$ cat config.mk
export PLATFORM = sky130hd
export DESIGN_NAME = dsi_packet_tx
export DESIGN_NICKNAME = d
export VERILOG_FILES = /design/src/rtl/dsi_packet_tx.sv
export SDC_FILE = /design/constraint.sdc
export NUM_CORES = 1
export LEC_CHECK = 0
export CAP_MARGIN = 10
export CORE_MARGIN = 3
export CORE_UTILIZATION = 60
export CTS_CLUSTER_DIAMETER = 80
export DETAILED_ROUTE_END_ITERATION = 10
export GPL_ROUTABILITY_DRIVEN = 1
export PLACE_DENSITY_LB_ADDON = 0.08
export SKIP_LAST_GASP = 1
export SLEW_MARGIN = 10
export SYNTH_ARGS = -nofsm -noshare
export SYNTH_HDL_FRONTEND = slang
export SYNTH_SLANG_ARGS = --single-unit
$ cat constraint.sdc
create_clock -name sys_clk -period 6.79 [get_ports sys_clk]
set_input_delay 1.358 -clock sys_clk [delete_from_list [all_inputs] [get_ports sys_clk]]
set_output_delay 1.358 -clock sys_clk [all_outputs]
set_load 0.01 [all_outputs]
$ cat src/rtl/dsi_packet_tx.sv
// rtl/dsi_packet_tx.sv - two-lane DSI byte-level packet transmitter (optional EoTp via DSI_TX_EOTP_EN)
module dsi_packet_tx #(
  parameter int PREP_CYCLES = 8,
  parameter int TRAIL_BYTES = 1,
  parameter int EXIT_CYCLES = 8
) (
  input  logic        sys_clk,
  input  logic        sys_rst_n,
  input  logic        pkt_start,
  output logic        pkt_ready,
  input  logic        pkt_long,
  input  logic [1:0]  pkt_vc,
  input  logic [5:0]  pkt_dt,
  input  logic [15:0] pkt_wc,
  input  logic [15:0] pl_data,
  input  logic        pl_valid,
  output logic        pl_ready,
  output logic        hs_req,
  output logic [1:0]  lane_valid,
  output logic [15:0] lane_data,
  output logic        busy,
  output logic        underrun
);

  typedef enum logic [2:0] {
    S_IDLE, S_PREP, S_SYNC, S_HDR, S_PAY, S_CRC, S_TRAIL, S_EXIT
  } state_t;

`ifdef DSI_TX_EOTP_EN
  localparam logic [16:0] EOT_LEN = 17'd4;
`else
  localparam logic [16:0] EOT_LEN = 17'd0;
`endif

  state_t           state;
  logic [15:0]      cnt;
  logic             lat_long;
  logic [1:0]       lat_vc;
  logic [5:0]       lat_dt;
  logic [15:0]      lat_wc;
  logic [16:0]      pos;        // stream index of the byte lane0 sends at the next edge
  logic [15:0]      crc;
  logic [1:0][2:0]  trail_cnt;
  logic [1:0]       last_b7;

  logic [16:0]      pay_end, body_end, stream_end, pos_nx;
  logic             in_pay_cur, in_pay_nx, last_odd;
  logic [7:0]       pay_lo, pay_hi, ecc;
  logic [15:0]      crc_lo, crc_hi, crc_view;
  logic [16:0]      lane_pos [2];
  logic [16:0]      eot_off [2];
  logic [7:0]       lane_byte [2];
  logic [1:0]       lane_live, trail_live;

  function automatic logic [7:0] hdr_ecc(input logic [23:0] d);
    logic [5:0] p;
    p[0] = d[0]^d[1]^d[2]^d[4]^d[5]^d[7]^d[10]^d[11]^d[13]^d[16]^d[20]^d[21]^d[22]^d[23];
    p[1] = d[0]^d[1]^d[3]^d[4]^d[6]^d[8]^d[10]^d[12]^d[14]^d[17]^d[20]^d[21]^d[22]^d[23];
    p[2] = d[0]^d[2]^d[3]^d[5]^d[6]^d[9]^d[11]^d[12]^d[15]^d[18]^d[20]^d[21]^d[22];
    p[3] = d[1]^d[2]^d[3]^d[7]^d[8]^d[9]^d[13]^d[14]^d[15]^d[19]^d[20]^d[21]^d[23];
    p[4] = d[4]^d[5]^d[6]^d[7]^d[8]^d[9]^d[16]^d[17]^d[18]^d[19]^d[20]^d[22]^d[23];
    p[5] = d[10]^d[11]^d[12]^d[13]^d[14]^d[15]^d[16]^d[17]^d[18]^d[19]^d[21]^d[22]^d[23];
    return {2'b00, p};
  endfunction

  // Reflected CRC-16 (0x8408), one byte, LSB first
  function automatic logic [15:0] crc_byte(input logic [15:0] c_in, input logic [7:0] b);
    logic [15:0] c;
    c = c_in;
    for (int i = 0; i < 8; i++) begin
      if (c[0] ^ b[i]) c = (c >> 1) ^ 16'h8408;
      else             c = c >> 1;
    end
    return c;
  endfunction

  // Stream geometry, payload CRC and per-lane byte selection for the current emission
  always_comb begin
    pay_end    = 17'd4 + {1'b0, lat_wc};
    body_end   = lat_long ? pay_end + 17'd2 : 17'd4;
    stream_end = body_end + EOT_LEN;
    pos_nx     = pos + 17'd2;
    in_pay_cur = lat_long && (pos >= 17'd4) && (pos < pay_end);
    in_pay_nx  = lat_long && (pos_nx >= 17'd4) && (pos_nx < pay_end);
    last_odd   = (pos + 17'd1) == pay_end;
    pay_lo     = pl_valid ? pl_data[7:0]  : 8'h00;
    pay_hi     = pl_valid ? pl_data[15:8] : 8'h00;
    crc_lo     = crc_byte(crc, pay_lo);
    crc_hi     = crc_byte(crc_lo, pay_hi);
    // On an odd final beat CRC_LS rides lane1 in the same cycle, so it must see the low byte only
    crc_view   = in_pay_cur ? (last_odd ? crc_lo : crc_hi) : crc;
    ecc        = hdr_ecc({lat_wc, lat_vc, lat_dt});
    for (int l = 0; l < 2; l++) begin
      lane_pos[l]   = pos + 17'(l);
      eot_off[l]    = lane_pos[l] - body_end;
      lane_live[l]  = lane_pos[l] < stream_end;
      trail_live[l] = !lane_live[l] && (trail_cnt[l] < 3'(TRAIL_BYTES));
      lane_byte[l]  = 8'h00;
      if (lane_pos[l] == 17'd0)                            lane_byte[l] = {lat_vc, lat_dt};
      else if (lane_pos[l] == 17'd1)                       lane_byte[l] = lat_wc[7:0];
      else if (lane_pos[l] == 17'd2)                       lane_byte[l] = lat_wc[15:8];
      else if (lane_pos[l] == 17'd3)                       lane_byte[l] = ecc;
      else if (lat_long && lane_pos[l] < pay_end)          lane_byte[l] = (l == 0) ? pay_lo : pay_hi;
      else if (lat_long && lane_pos[l] == pay_end)         lane_byte[l] = crc_view[7:0];
      else if (lat_long && lane_pos[l] == pay_end + 17'd1) lane_byte[l] = crc_view[15:8];
      else begin
`ifdef DSI_TX_EOTP_EN
        case (eot_off[l][1:0])
          2'd0:    lane_byte[l] = 8'h08;
          2'd1:    lane_byte[l] = 8'h0F;
          2'd2:    lane_byte[l] = 8'h0F;
          default: lane_byte[l] = 8'h01;
        endcase
`else
        lane_byte[l] = 8'h00;
`endif
      end
    end
  end

  // Packet sequencer with registered lane, handshake and status outputs
  always_ff @(posedge sys_clk or negedge sys_rst_n) begin
    if (!sys_rst_n) begin
      state      <= S_IDLE;
      cnt        <= '0;
      lat_long   <= 1'b0;
      lat_vc     <= '0;
      lat_dt     <= '0;
      lat_wc     <= '0;
      pos        <= '0;
      crc        <= 16'hFFFF;
      trail_cnt  <= '0;
      last_b7    <= '0;
      pkt_ready  <= 1'b0;
      pl_ready   <= 1'b0;
      hs_req     <= 1'b0;
      lane_valid <= '0;
      lane_data  <= '0;
      busy       <= 1'b0;
      underrun   <= 1'b0;
    end else begin
      underrun <= 1'b0;
      case (state)
        S_IDLE: begin
          pkt_ready <= 1'b1;
          if (pkt_start && pkt_ready) begin
            lat_long  <= pkt_long;
            lat_vc    <= pkt_vc;
            lat_dt    <= pkt_dt;
            lat_wc    <= pkt_wc;
            pkt_ready <= 1'b0;
            hs_req    <= 1'b1;
            busy      <= 1'b1;
            cnt       <= '0;
            state     <= S_PREP;
          end
        end
        S_PREP: begin
          if (cnt == 16'(PREP_CYCLES - 1)) begin
            lane_valid <= 2'b11;
            lane_data  <= 16'hB8B8;
            pos        <= '0;
            crc        <= 16'hFFFF;
            trail_cnt  <= '0;
            state      <= S_SYNC;
          end else begin
            cnt <= cnt + 16'd1;
          end
        end
        S_EXIT: begin
          if (cnt == 16'(EXIT_CYCLES - 1)) begin
            busy      <= 1'b0;
            pkt_ready <= 1'b1;
            state     <= S_IDLE;
          end else begin
            cnt <= cnt + 16'd1;
          end
        end
        default: begin
          for (int l = 0; l < 2; l++) begin
            if (lane_live[l]) begin
              lane_valid[l]      <= 1'b1;
              lane_data[8*l +: 8] <= lane_byte[l];
              last_b7[l]         <= lane_byte[l][7];
            end else if (trail_live[l]) begin
              lane_valid[l]      <= 1'b1;
              lane_data[8*l +: 8] <= {8{~last_b7[l]}};
              trail_cnt[l]       <= trail_cnt[l] + 3'd1;
            end else begin
              lane_valid[l]      <= 1'b0;
              lane_data[8*l +: 8] <= 8'h00;
            end
          end
          if (in_pay_cur) begin
            crc      <= last_odd ? crc_lo : crc_hi;
            underrun <= !pl_valid;
          end
          pos      <= pos_nx;
          pl_ready <= in_pay_nx;
          if (|lane_live) begin
            state <= (pos < 17'd4) ? S_HDR : (in_pay_cur ? S_PAY : S_CRC);
          end else if (|trail_live) begin
            state <= S_TRAIL;
          end else begin
            hs_req <= 1'b0;
            cnt    <= '0;
            state  <= S_EXIT;
          end
        end
      endcase
    end
  end

endmodule

==> After elaboration in Yosys (flattened, before gate mapping) <==
Index checks and enable logic that the tools add are counted.
W data, S select, Z words.
{ "word_totals": {"romBits": 0, "latch_bits": 0, "ram_bits": 0, "n_memories": 0, "out_inout_bits": 23, "wordCells": 289, "ff_bits": 108, "input_bits": 45} }
{ "op_classes": {"n_addsub": 8, "eq_ne": 23, "multipliers": 0, "shifts": 0, "magnitude_cmp": 10, "reduce_logical": 38, "div_mod_pow": 0, "bitwise_logic": 110, "muxes": 81} }
{ "ops": {"columns": ["op", "count"], "rows": [
  ["$mux W16", 24],
  ["$mux W8", 20],
  ["$pmux W16 S2", 3],
  ["$xor A1 B1 Y1", 89],
  ["$lt A17 B17 Y1", 5],
  ["$eq A17 B17 Y1", 4],
  ["$eq A17 B2 Y1 const B", 4],
  ["$not A2 Y3", 16],
  ["$add A17 B1 Y17 const B", 2],
  ["$add A17 B2 Y17 const B", 2],
  ["$eq A17 B1 Y1 const B", 2],
  ["$ge A17 B3 Y1 const B", 2],
  ["$logic_not A17 Y1", 2],
  ["$mux W17", 2],
  ["$pmux W17 S2", 1],
  ["$mux W3", 9],
  ["$add A3 B16 Y17 const A", 1],
  ["$lt A17 B3 Y1 const B", 1],
  ["$add A16 B1 Y16 const B", 1],
  ["$eq A16 B3 Y1 const B", 1],
  ["$reduce_and A4 Y1", 4],
  ["$mux W1", 14],
  ["$logic_and A1 B1 Y1", 13],
  ["$pmux W6 S2", 1],
  ["20 further kinds", 47]
]} }

==> Logic depth before layout (Yosys ltp) <==
{ "depth": {"depth_word": 44, "mapped_depth": 22, "mapped_depth_nobuf": 19} }

==> Worst setup path before layout <==
No wires, ideal clock.
{ "synth_timing": {"path_type": "flip-flop to flip-flop", "startpoint": "reg lat_wc[2]", "endpoint": "reg cnt[0]", "arrival_ns": 4.550, "stages_incl_launch_ff": 20, "n_path_buf": 3, "required_ns": 6.654, "path_slack_ns": 2.104, "synth_period_minus_slack_ns": 4.686, "path_cell_list": "dfrtp_1 -> ha_1 -> buf_2 -> nand3_1 -> clkbuf_1 -> o21ai_0 -> a222oi_1 -> or3b_2 -> or4_1 -> o21ai_0 -> nand2_1 -> ha_1 -> nand4_1 -> nor2_1 -> o221ai_1 -> o21ai_0 -> nand3_1 -> a21oi_1 -> clkbuf_1 -> mux2i_1"} }
{ "synth_via": {"elab_chain_len": 9, "word_cells_on_any_way": 14} }
{ "synth_rtl": {"columns": ["element", "line_no", "text"], "rows": [
  ["start, declared", "40", "logic [15:0] lat_wc;"],
  ["start signal, assigned", "150", "lat_wc <= pkt_wc;"],
  ["$add A3 B16 Y17 *", "79", "pay_end = 17'd4 + {1'b0, lat_wc};"],
  ["$add A17 B2 Y17 *", "80", "body_end = lat_long ? pay_end + 17'd2 : 17'd4;"],
  ["$mux W17 *", "80", null],
  ["$lt A17 B17 Y1", "96", "lane_live[l] = lane_pos[l] < stream_end;"],
  ["$logic_not A1 Y1", "97", "trail_live[l] = !lane_live[l] && (trail_cnt[l] < 3'(TRAIL_BYTES));"],
  ["$logic_and A1 B1 Y1", "97", null],
  ["$reduce_or A2 Y1", "202", "end else if (|trail_live) begin"],
  ["$ne A3 B2 Y1 (no line)", null, null],
  ["$reduce_and A4 Y1 (no line) *", null, null],
  ["end signal, assigned", "167", "cnt <= cnt + 16'd1;"],
  ["end signal, assigned", "176", "cnt <= cnt + 16'd1;"],
  ["end, declared", "36", "logic [15:0] cnt;"]
]} }
Mark *: on every way between the ends. The rest lies on a longest branch, timed or not.
A chain may end at the register's enable or synchronous reset.

==> Worst setup path in the final report <==
{ "layout_timing": {"startpoint": "reg lat_wc[2]", "endpoint": "reg lane_data[14]"} }
{ "layout_via": {"elab_chain_len": 13, "word_cells_on_any_way": 27} }
{ "layout_rtl": {"columns": ["element", "line_no", "text"], "rows": [
  ["$add A3 B16 Y17 *", "79", null],
  ["$add A17 B1 Y17 (tied with other cells)", "105", "else if (lat_long && lane_pos[l] == pay_end + 17'd1) lane_byte[l] = crc_view[15:8];"],
  ["$eq A17 B17 Y1 (tied with other cells)", "105", null],
  ["$logic_and A1 B1 Y1 / $mux W16 (equally long branches)", null, null],
  ["$mux W8", "105", null],
  ["$mux W8", "104", "else if (lat_long && lane_pos[l] == pay_end) lane_byte[l] = crc_view[7:0];"],
  ["$mux W8", "103", "else if (lat_long && lane_pos[l] < pay_end) lane_byte[l] = (l == 0) ? pay_lo : pay_hi;"],
  ["$mux W8", "102", "else if (lane_pos[l] == 17'd3) lane_byte[l] = ecc;"],
  ["$mux W8", "101", "else if (lane_pos[l] == 17'd2) lane_byte[l] = lat_wc[15:8];"],
  ["$mux W8", "100", "else if (lane_pos[l] == 17'd1) lane_byte[l] = lat_wc[7:0];"],
  ["$mux W8", "99", "if (lane_pos[l] == 17'd0) lane_byte[l] = {lat_vc, lat_dt};"],
  ["$mux W8 *", "181", "if (lane_live[l]) begin"],
  ["$pmux W16 S2 *", "143", "case (state)"],
  ["end signal, assigned by index", "183", "lane_data[8*l +: 8] <= lane_byte[l];"],
  ["end signal, assigned by index", "187", "lane_data[8*l +: 8] <= {8{~last_b7[l]}};"],
  ["end, declared", "20", "output logic [15:0] lane_data,"]
]} }
Marked as above.

==> impl_metrics.env <==
export IMPL_viasPerCell=6.65
export IMPL_fmaxAchievable_ghz=0.165
export IMPL_worstMarginPinSlew_ps=1090
export IMPL_whs_ps=515
export IMPL_worst_endpoint_arrival_ps=6300
export IMPL_die_w_um=139
export IMPL_synth_top_cells_by_area="dfrtp_1, ha_1, xnor2_1, nand2_1, dfstp_2"
export IMPL_max_cap_viol_count=0
export IMPL_row_count=47
export IMPL_cts_sinks=107
export IMPL_tritoncts="built"
export IMPL_final_hold_violation_count=0
export IMPL_cts_inserted_buffers=9
export IMPL_fin_total_pwr_mw=6.33
export IMPL_postSynthRegisterBits=107
export IMPL_cts_post_setup_buffers_inserted=0
export IMPL_syn_instance_count=1254
export IMPL_grtUsageTotal_pct=32.6
export IMPL_clock_latency_ps=370
export IMPL_power_density_nw_per_um2=547
export IMPL_final_fill_count=1410
export IMPL_vias_in_the_first_global_route=9234
export IMPL_report_final_slew_viol_count=0
export IMPL_detail_route_wl_per_cell_um=21.6
export IMPL_final_common_cell="nand2_1"
export IMPL_layout_min_cycle_time_ps=6070
export IMPL_crit_path_category="flop to flop"
export IMPL_yosysTopAreaCell="dfrtp_1"
export IMPL_proportion_of_layout_cells_with_a_drive_suffix_above_1_pct=7.92
export IMPL_maximum_number_of_pins_on_one_net_before_global_route_repair=55
export IMPL_synth_async_reset_ratio_pct=100
export IMPL_layout_common_cells="nand2_1, xnor2_1, dfrtp_1"
export IMPL_rd_place_congestion=1.04
export IMPL_grt_residual_overflow=0
export IMPL_worst_setup_path_end_kind="flop"
export IMPL_synth_edf_count=0
export IMPL_yosysUniqueCellTypes=100
export IMPL_holdBufCountCts=0
export IMPL_final_setup_skew_ps=9.62
export IMPL_final_critical_path_setup_slack_ps=723
export IMPL_fp_dieArea_um2=19300
export IMPL_dr_first_iter_drc_count=1123
export IMPL_dp_cells=1466
export IMPL_cts_reportedPaths_clkPinSlew_ps=80
export IMPL_nature_of_the_critical_path_startpoint="flop"
export IMPL_min_period_over_period_pct=89.4
export IMPL_synth_ff_type="dfrtp_1"
export IMPL_sequential_to_total_area_share_from_yosys_stat_pct=25.5
export IMPL_postSynthAreaPerCell_um2=8.44
export IMPL_area_sequential_um2=2700
export IMPL_vdd_ir_drop_max_v=0.000436
export IMPL_place_port_buffers=67
export IMPL_timing_setup_tns_ps=0
export IMPL_insertedDiodeCount=0
export IMPL_syn_num_nets=1378
export IMPL_dieHeight_um=139
export IMPL_total_via_count_in_the_routed_design=9854
export IMPL_detailedRoute_firstPassIterationCount=9
export IMPL_cp_data_required_time_ps=7030
export IMPL_nNetsFinal=1381
export IMPL_synthToLayoutAreaGrowth_pct=9.41
export IMPL_ctsResizeCount=0
export IMPL_mappedNetlistArea_um2=10600
export IMPL_max_clock_path_buffers=2
export IMPL_dpl_worst_slack_ps=851
export IMPL_p_leak_nw=4.84
export IMPL_worstHoldPathType="flop to flop"
export IMPL_antenna_violations_before_repair=0
export IMPL_initial_utilization_pct=62.5
export IMPL_synthDominantCellAreaShare_pct=21.5
export IMPL_detail_route_wirelength_mm=32.0
export IMPL_final_antenna_net_count=0
export IMPL_clockRootBuffer="clkbuf_16"
export IMPL_design_core_area_um2=16900
export IMPL_worst_path_maximum_fanout=15
export IMPL_multi_input_comb_area_um2=7370
export IMPL_run_status="complete, no violations"
export IMPL_unrepaired_setup_endpoints_after_global_routing="no"
export IMPL_hpwlAfterDp_mm=24.0
export IMPL_global_route_wire_length_before_repair_mm=51.0
export IMPL_cts_htree_levels=3
export IMPL_yosys_warnings=0
export IMPL_timing_final_setup_violations=0
export IMPL_final_cell_count_no_fill=1482
export IMPL_io_pins=68
export IMPL_drc=0
export IMPL_timing_max_slew_rel_slack_pct=26.7
final cells by class:
class / instances / area share, %
inverters: 38 / 1.23
repair buffers: 79 / 6.55
flip-flops and latches: 107 / 23.3
multi-input cells: 1022 / 63.6
clock buffers: 10 / 1.98
well taps: 220 / 2.38
clock inverters: 6 / 0.929
registers in the layout (all words and copies together) (netlist names), 3 cells and up:
signal	cells
lat_wc	16
pos	16
lat_dt	6
trail_cnt	6
state	3
lane_data	16
cnt	16
crc	16
cell families after synthesis:
kind of cell,after synthesis,share of synthesized area (%)
adder cells (fa/ha/maj),80,9.43
AO/OA/AOI/OAI,315,20.4
buffers and inverters,125,4.94
multiplexers,48,4.83
XOR/XNOR,151,14.0
AND/OR/NAND/NOR,428,20.9
flip-flops,107,25.5
cell usage after synthesis (all sizes together) (4+ instances only):
cell type and count:
o21ai 66, or3 11, a21oi 62, dfrtp 91, o2111ai 4, a22o 11, o21a 21, clkbuf 67
o41ai 5, nand3b 12, a31o 4, a21o 17, nor3 29, nor2 78, o22ai 9, ha 79
o22a 10, nor4 22, and2 17, o31ai 6, nand3 56, dfstp 16, nand2b 13, xnor3 9
o211ai 10, buf 20, nor2b 8, xnor2 93, and3 16, mux2i 23, a21boi 7, nand2 123
mux2 25, inv 37, or4 7, o221ai 5, a211oi 12, nand4 19, a31oi 22, xor2 47
a211o 5, a311oi 4
where the power goes:
part	switching, mW	total (mW)	internal (mW)	leakage [nW]
logic	2.48	4.43	1.94	3.36
clock network	0.279	0.614	0.334	0.164
registers	0.422	1.29	0.868	1.32
layer usage:
layer | up-vias | GRT usage [%] | wire length, um
met5 | - | 0 | 0
met4 | 0 | 9.22 | 767
met3 | 56 | 8.45 | 3280
met2 | 505 | 49.4 | 13900
met1 | 4718 | 46.3 | 14000
li1 | 4575 | - | -
final timing paths:
| kind | start | end | slack, ps | cells after the start |
|---|---|---|---|---|
| max in group asynchronous | sys_rst_n | lat_wc[11]$_DFFE_PN0P_ | 4530 | 2 |
| worst min register to register | trail_cnt[5]$_DFFE_PN0P_ | trail_cnt[5]$_DFFE_PN0P_ | 510 | 2 |
| worst min-delay path | trail_cnt[5]$_DFFE_PN0P_ | trail_cnt[5]$_DFFE_PN0P_ | 510 | 2 |
| worst max-delay path | lat_wc[2]$_DFFE_PN0P_ | lane_data[14]$_DFFE_PN0P_ | 720 | 16 |
| min in group asynchronous | sys_rst_n | pos[13]$_DFFE_PN0P_ | 1040 | 1 |
| worst max register to register | lat_wc[2]$_DFFE_PN0P_ | lane_data[14]$_DFFE_PN0P_ | 720 | 16 |
through the flow:
stage / area, um^2 / util (%)
after detailed placement: 11200 / 66.4
after floorplan: 10600 / -
after global routing: 11600 / 68.4
final: 11600 / 68.4
after CTS: 11600 / 68.4
after global placement: 11200 / 66.4
worst max-delay path, stage by stage (launching register included):
cell,delay [ps]
dfrtp_1,600
ha_1,390
nand3_1,350
or3_1,430
a222oi_1,490
or3b_2,550
or4_1,480
xor2_1,160
nand2_1,100
ha_1,370
a21o_1,180
a221o_1,340
nand2_1,150
nand3_1,470
a21o_1,350
a2111oi_0,410
a22oi_1,120
No activity file was read; power rests on OpenSTA's default activity.
